[config.mk]
export PLATFORM = sky130hd
export DESIGN_NAME = cic_comb_chain
export DESIGN_NICKNAME = d
export VERILOG_FILES = /design/src/rtl/cic_comb_chain.sv
export SDC_FILE = /design/constraint.sdc
export NUM_CORES = 1
export LEC_CHECK = 0
export BUFFER_PORTS_ARGS = -buffer_cell sky130_fd_sc_hd__clkbuf_2
export CORE_ASPECT_RATIO = 1.5
export CORE_MARGIN = 2
export CORE_UTILIZATION = 60
export DETAILED_ROUTE_END_ITERATION = 10
export GPL_TIMING_DRIVEN = 0
export PLACE_DENSITY = 0.81
export SLEW_MARGIN = 20
export SYNTH_ARGS = -nofsm -noshare
export SYNTH_HDL_FRONTEND = slang
export SYNTH_SLANG_ARGS = --single-unit
[constraint.sdc]
create_clock -name clk -period 2.5 [get_ports clk]
set_input_delay 0.125 -clock clk [delete_from_list [all_inputs] [get_ports clk]]
set_output_delay 0.125 -clock clk [all_outputs]
set_load 0.05 [all_outputs]
[src/rtl/cic_comb_chain.sv]
// cic_comb_chain
//
// Purpose:
//   N-stage CIC comb section for the decimation path. It sits after the
//   integrator chain and the rate decimator. The design is fully synchronous
//   to clk, and in_valid qualifies every sample. Each stage is a
//   differential-delay-M comb with its own pipeline register, so the latency
//   from in_valid to out_valid is exactly STAGES clocks. Throughput is one
//   sample per clock.
//
//   All arithmetic wraps modulo 2^COMB_WIDTH. CIC filters depend on this
//   wrap-around, so nothing saturates inside the chain. The top OUT_WIDTH bits
//   of the last stage form the output.
//
// Optional feature (macro CIC_COMB_ROUND_EN):
//   When defined and COMB_WIDTH > OUT_WIDTH, the output is rounded half up
//   before it is narrowed. A positive overflow saturates to the largest
//   positive OUT_WIDTH value. When the macro is not defined, the output is
//   plain truncation toward -inf and no rounding adder exists.
//
// Parameters:
//   WIDTH       input sample width (two's complement)
//   STAGES      number of cascaded comb stages N (1..8)
//   DIFF_DELAY  differential delay M per stage (1..4)
//   GROWTH      bit growth supplied by the integrator
//   COMB_WIDTH  internal datapath width, sign bit included
//   OUT_WIDTH   output width, at most COMB_WIDTH
//
// Ports:
//   clk        system clock; all state updates on posedge
//   rst        synchronous reset, active low
//   in_valid   input sample strobe (may be high on consecutive cycles)
//   in_data    signed input sample, WIDTH bits
//   out_valid  output sample qualifier
//   out_data   signed comb output, OUT_WIDTH bits; holds between pulses
//   primed     sticky flag, high once the start-up transient has flushed

module cic_comb_chain #(
  parameter int WIDTH      = 16,
  parameter int STAGES     = 3,
  parameter int DIFF_DELAY = 1,
  parameter int GROWTH     = 7,
  parameter int COMB_WIDTH = WIDTH + GROWTH + 1,
  parameter int OUT_WIDTH  = 16
) (
  input  logic                        clk,
  input  logic                        rst,
  input  logic                        in_valid,
  input  logic signed [WIDTH-1:0]     in_data,
  output logic                        out_valid,
  output logic signed [OUT_WIDTH-1:0] out_data,
  output logic                        primed
);

  localparam int PRIME_COUNT = STAGES * DIFF_DELAY;
  localparam int CNT_W       = $clog2(PRIME_COUNT + 1);
  localparam int DROP        = COMB_WIDTH - OUT_WIDTH;
  localparam logic [CNT_W-1:0] PRIME_MAX = CNT_W'(PRIME_COUNT);

  // Parameter sanity checks, reported at elaboration time
  if (OUT_WIDTH > COMB_WIDTH || OUT_WIDTH < 1) begin : g_err_out_width
    $error("cic_comb_chain: OUT_WIDTH (%0d) must be in 1..COMB_WIDTH (%0d)",
           OUT_WIDTH, COMB_WIDTH);
  end
  if (STAGES < 1 || STAGES > 8) begin : g_err_stages
    $error("cic_comb_chain: STAGES (%0d) must be in 1..8", STAGES);
  end
  if (DIFF_DELAY < 1 || DIFF_DELAY > 4) begin : g_err_diff_delay
    $error("cic_comb_chain: DIFF_DELAY (%0d) must be in 1..4", DIFF_DELAY);
  end
  if (COMB_WIDTH < WIDTH) begin : g_err_comb_width
    $error("cic_comb_chain: COMB_WIDTH (%0d) must be >= WIDTH (%0d)",
           COMB_WIDTH, WIDTH);
  end

  logic signed [COMB_WIDTH-1:0] stage_in  [STAGES];
  logic signed [COMB_WIDTH-1:0] stage_out [STAGES];
  logic signed [COMB_WIDTH-1:0] taps      [STAGES][DIFF_DELAY];
  logic [STAGES-1:0]            stage_valid;
  logic [STAGES-1:0]            valid_pipe;
  logic [CNT_W-1:0]             prime_cnt;
  logic signed [COMB_WIDTH-1:0] y_last;
  logic [OUT_WIDTH-1:0]         reduced;

  // Connect the stages. Stage 0 takes the sign-extended input sample and
  // in_valid. Every later stage takes the register and valid of the stage
  // in front of it.
  always_comb begin
    stage_in[0]    = COMB_WIDTH'(in_data);
    stage_valid[0] = in_valid;
    for (int s = 1; s < STAGES; s++) begin
      stage_in[s]    = stage_out[s-1];
      stage_valid[s] = valid_pipe[s-1];
    end
  end

  // Comb datapath. A stage advances only when a valid sample reaches it.
  // The delay line then shifts, and the stage register takes
  // x - x[n-M] with modular wrap. Without a valid sample, everything holds.
  // The valid pipeline advances every cycle, so gaps in the input stream
  // propagate unchanged.
  always_ff @(posedge clk) begin
    if (!rst) begin
      valid_pipe <= '0;
      for (int s = 0; s < STAGES; s++) begin
        stage_out[s] <= '0;
        for (int k = 0; k < DIFF_DELAY; k++) begin
          taps[s][k] <= '0;
        end
      end
    end else begin
      valid_pipe <= stage_valid;
      for (int s = 0; s < STAGES; s++) begin
        if (stage_valid[s]) begin
          stage_out[s] <= stage_in[s] - taps[s][DIFF_DELAY-1];
          taps[s][0]   <= stage_in[s];
          for (int k = 1; k < DIFF_DELAY; k++) begin
            taps[s][k] <= taps[s][k-1];
          end
        end
      end
    end
  end

  assign y_last = stage_out[STAGES-1];

  // Output narrowing. The last stage register is the output register, so
  // the rounding adder (when present) adds no latency.
`ifdef CIC_COMB_ROUND_EN
  if (DROP > 0) begin : g_round
    localparam logic [COMB_WIDTH-1:0] HALF    = COMB_WIDTH'(1) << (DROP - 1);
    localparam logic [OUT_WIDTH-1:0]  OUT_MAX = ~(OUT_WIDTH'(1) << (OUT_WIDTH - 1));
    logic [COMB_WIDTH-1:0] rounded;
    logic                  overflow;

    // Adding a positive constant can only overflow from a non-negative
    // value into the sign bit. That case is clamped to the positive limit.
    always_comb begin
      rounded  = $unsigned(y_last) + HALF;
      overflow = ~y_last[COMB_WIDTH-1] & rounded[COMB_WIDTH-1];
      reduced  = overflow ? OUT_MAX : rounded[COMB_WIDTH-1 -: OUT_WIDTH];
    end
  end else begin : g_pass
    assign reduced = y_last[COMB_WIDTH-1 -: OUT_WIDTH];
  end
`else
  assign reduced = y_last[COMB_WIDTH-1 -: OUT_WIDTH];
`endif

  assign out_data  = $signed(reduced);
  assign out_valid = valid_pipe[STAGES-1];

  // Prime counter. It counts the samples that reach the last stage and stops
  // at STAGES*DIFF_DELAY. The sample that arrives once the count is full is
  // output index STAGES*DIFF_DELAY, and primed is set together with it.
  always_ff @(posedge clk) begin
    if (!rst) begin
      prime_cnt <= '0;
      primed    <= 1'b0;
    end else if (stage_valid[STAGES-1]) begin
      if (prime_cnt == PRIME_MAX) begin
        primed <= 1'b1;
      end else begin
        prime_cnt <= prime_cnt + CNT_W'(1);
      end
    end
  end

endmodule

==> impl_metrics.py <==
metrics = {
    "layout": {
        "n_fill_cell": 968,
        "design_area_um2": 9450,
        "insertedDiodeCount": 0,
        "nNetsFinal": 953,
        "drive_gt1_share_pct": 13.0,
        "fin_util_pct": 70.2,
        "multi_input_area_um2": 4010,
        "instances_no_fill": 1045,
        "seq_area_um2": 3960,
        "area_growth_pct": 14.0,
    },
    "timing": {
        "period_minus_slack_ps": 2420,
        "fin_crit_sh_pct": 96.9,
        "rsz0062_at_grt": "yes",
        "fin_tns_setup_ps": 0,
        "worst_pin_slew_ps": 940,
        "whs_ps": 6.36,
        "hold_violations": 0,
        "finalClockSkew_ps": 14.6,
        "relSlewSlack_pct": 37.3,
        "fmax_ghz": 0.413,
        "slew_viol_final": 0,
        "setup_viol": 0,
    },
    "setup_path": {
        "critPathLaunchType": "register",
        "rrSetupSlack_ps": 80,
        "cp_max_fo": 10,
        "cp-end-kind": "register",
        "crit_path_start": "valid_pipe[1]$_SDFF_PN0_",
        "reg2reg_from": "valid_pipe[1]$_SDFF_PN0_",
        "worstSetupPathType": "register to register",
        "cp_cell_sequence": "and2_1 -> nor3_2 -> clkbuf_1 -> nor3_1",
        "max_stage_delay_ps": 770,
        "r2r-end": "stage_out[0][11]$_SDFFCE_PP0P_",
        "worst_r2r_path_depth": 4,
        "crit_slowest_cell": "clkbuf_1",
        "endpoint": "stage_out[0][11]$_SDFFCE_PP0P_",
        "critical_path_required_ps": 2630,
        "worstPathArrival_ps": 2550,
    },
    "worst_hold_path": {
        "hold_class": "primary input to register",
        "hold_depth": 2,
    },
    "run": {
        "max_cap_viol_count": 0,
    },
    "pwr": {
        "p_switching_mw": 2.87,
        "clkPwrFrac_pct": 31.0,
        "comb_power_share_pct": 33.4,
        "switching_share_pct": 34.4,
        "p_leak_nw": 3.96,
        "p_seq_share_pct": 35.6,
        "peakVddDrop_mv": 0.518,
        "power-per-cell-area_nw_per_um2": 882,
        "power.internal_mw": 5.47,
    },
    "detailed_routing": {
        "wire_per_inst_um": 16.9,
        "dr.pass1.iters": 5,
        "num_vias": 6154,
        "avgViaCountPerCell": 5.89,
        "drc": 0,
        "routed_wl_mm": 17.7,
        "drt_iter0_drc": 384,
        "postRouteAntennaNets": 0,
    },
    "clocking": {
        "clkTransAtPathRegs_ps": 60,
        "clkLatencyLatePin_ps": 420,
        "clockBufferDepth": 2,
        "h-tree-depth": 4,
        "cts_tree": "yes",
        "cts_root_buf": "clkbuf_16",
        "cts_made_buffers": 17,
        "clkSinkCount": 134,
    },
    "placement": {
        "hpwl_mm": 12.7,
        "port_buffers": 36,
        "place_area_um2": 8760,
        "routabilityCongestion": 0.928,
        "dp_cells": 1011,
    },
    "logic_synthesis": {
        "yosysTopAreaCellShare_pct": 46.4,
        "synth_ff_type": "edfxtp_1",
        "synth_area_leaders": "edfxtp_1 46%, ha_1 9.4%, and2_1 5.2%",
        "synth_top_area_cell": "edfxtp_1",
        "ys_types": 64,
        "synthesis.nets": 893,
        "async_flop_share_pct": 0,
        "synth_seq_cells": 134,
        "synth_edf_count": 128,
        "ys_top_cells_by_count": "128 x edfxtp_1, 78 x inv_1, 69 x and2_1",
        "yosysMostFrequentCell": "edfxtp_1",
        "syn_inst": 810,
        "syn_area_per_cell_um2": 10.2,
        "netlist_area_um2": 8290,
        "seq_area_frac_synth_pct": 47.8,
        "yosysWarnings": 0,
    },
    "global_routing": {
        "grt_pass1_wl_mm": 28.8,
        "grt_overflow": 0,
        "track_usage_pct": 24.9,
        "grt_pass1_vias": 6257,
        "grt_max_degree": 26,
        "antenna_found_initial": 0,
    },
    "floorplan": {
        "die_w_um": 100,
        "die_h_um": 148,
        "core_area_um2": 13500,
        "rows": 52,
        "io_pins": 37,
        "dieArea_um2": 14800,
        "initial_core_util_pct": 61.5,
    },
    "run_status": {
        "status": "finished, final reports clean",
    },
}
[placed cells by master (no fill, tap or decap), types with 9 or more instances in the layout]
master	count
xor2_1	12
clkbuf_1	14
ha_1	62
nor3_1	19
inv_1	78
nand2_1	60
a21o_1	15
and2_1	69
xnor2_1	16
nand3_1	17
clkbuf_2	36
a21oi_1	55
nor2b_1	9
edfxtp_1	128
o21a_1	17
mux2i_1	12
nor2_1	63
nand2b_1	17
o211ai_1	10
o21ai_0	22
clkbuf_16	17
[sequential cells by signal, summed over array words and instances, names as in the netlist]
signal      cells
prime_cnt       2
taps           64
stage_out      64
valid_pipe      3
primed          1
[what timing repair did]
action,4_1_cts,5_1_grt
gates resized for setup,3,10
pin swaps,0,4
endpoints found under the setup margin,5,13
buffers inserted,0,1
hold endpoints to repair,1,0
hold buffers,1,0
[logic make-up after synthesis]
group / synth area share [%]
AOI/OAI and AO/OA: 15.5
xor gates and xnor gates: 2.96
adders and majority gates: 9.84
buffers and inverters: 4.74
DFF: 47.8
muxes: 1.59
and+or+nand+nor: 17.5
[worst min-delay path by stage]
stage	startpoint	end
2_1_floorplan	rst	prime_cnt[0]$_SDFFE_PN0P_
3_3_place_gp	in_valid	valid_pipe[0]$_SDFF_PN0_
3_5_place_dp	in_data[9]	taps[0][9]$_SDFFCE_PP0P_
4_1_cts	in_data[7]	taps[0][7]$_SDFFCE_PP0P_
5_1_grt	in_data[13]	taps[0][13]$_SDFFCE_PP0P_
6_report	in_data[9]	taps[0][9]$_SDFFCE_PP0P_
[cell type report]
cell class,instances,area share (%)
repair buffers,41,2.97
flip-flops and latches,134,41.9
plain buffers,22,1.06
well taps,162,2.14
clock inverters,14,1.84
clock buffers,18,4.54
inverters,78,3.10
multi-input cells,576,42.4
[critical path: cells and delay by family, from the launching register on]
| family | cells | cell delay (ps) |
|---|---|---|
| flops | 1 | 330 |
| simple gates | 3 | 1020 |
| buf+inv | 1 | 770 |
[routing by layer]
layer | vias up | GRT usage [%] | wire, um
met5 | - | 0 | 0
met4 | 0 | 10.8 | 556
met3 | 46 | 3.64 | 641
met2 | 168 | 46.9 | 9460
met1 | 2919 | 27.4 | 7020
li1 | 3021 | - | -
[power by group through the flow]
stage / Clock [mW] / Combinational [mW] / Sequential, mW
after detailed placement: 0 / 2.65 / 3.01
after CTS: 2.60 / 2.69 / 2.97
final: 2.58 / 2.78 / 2.97
after global placement: 0 / 2.56 / 3.01
after global routing: 2.68 / 3.05 / 3.01
after floorplan: 0 / 1.90 / 3.19
[metrics by stage]
stage,worst slack [ps],total power [mW]
6_report,77.3,8.34
5_1_grt,-41.8,8.74
4_1_cts,53.3,8.26
3_5_place_dp,-106,5.67
3_3_place_gp,-82.2,5.56
2_1_floorplan,265,5.09
Power figures use the tool's default switching activity.
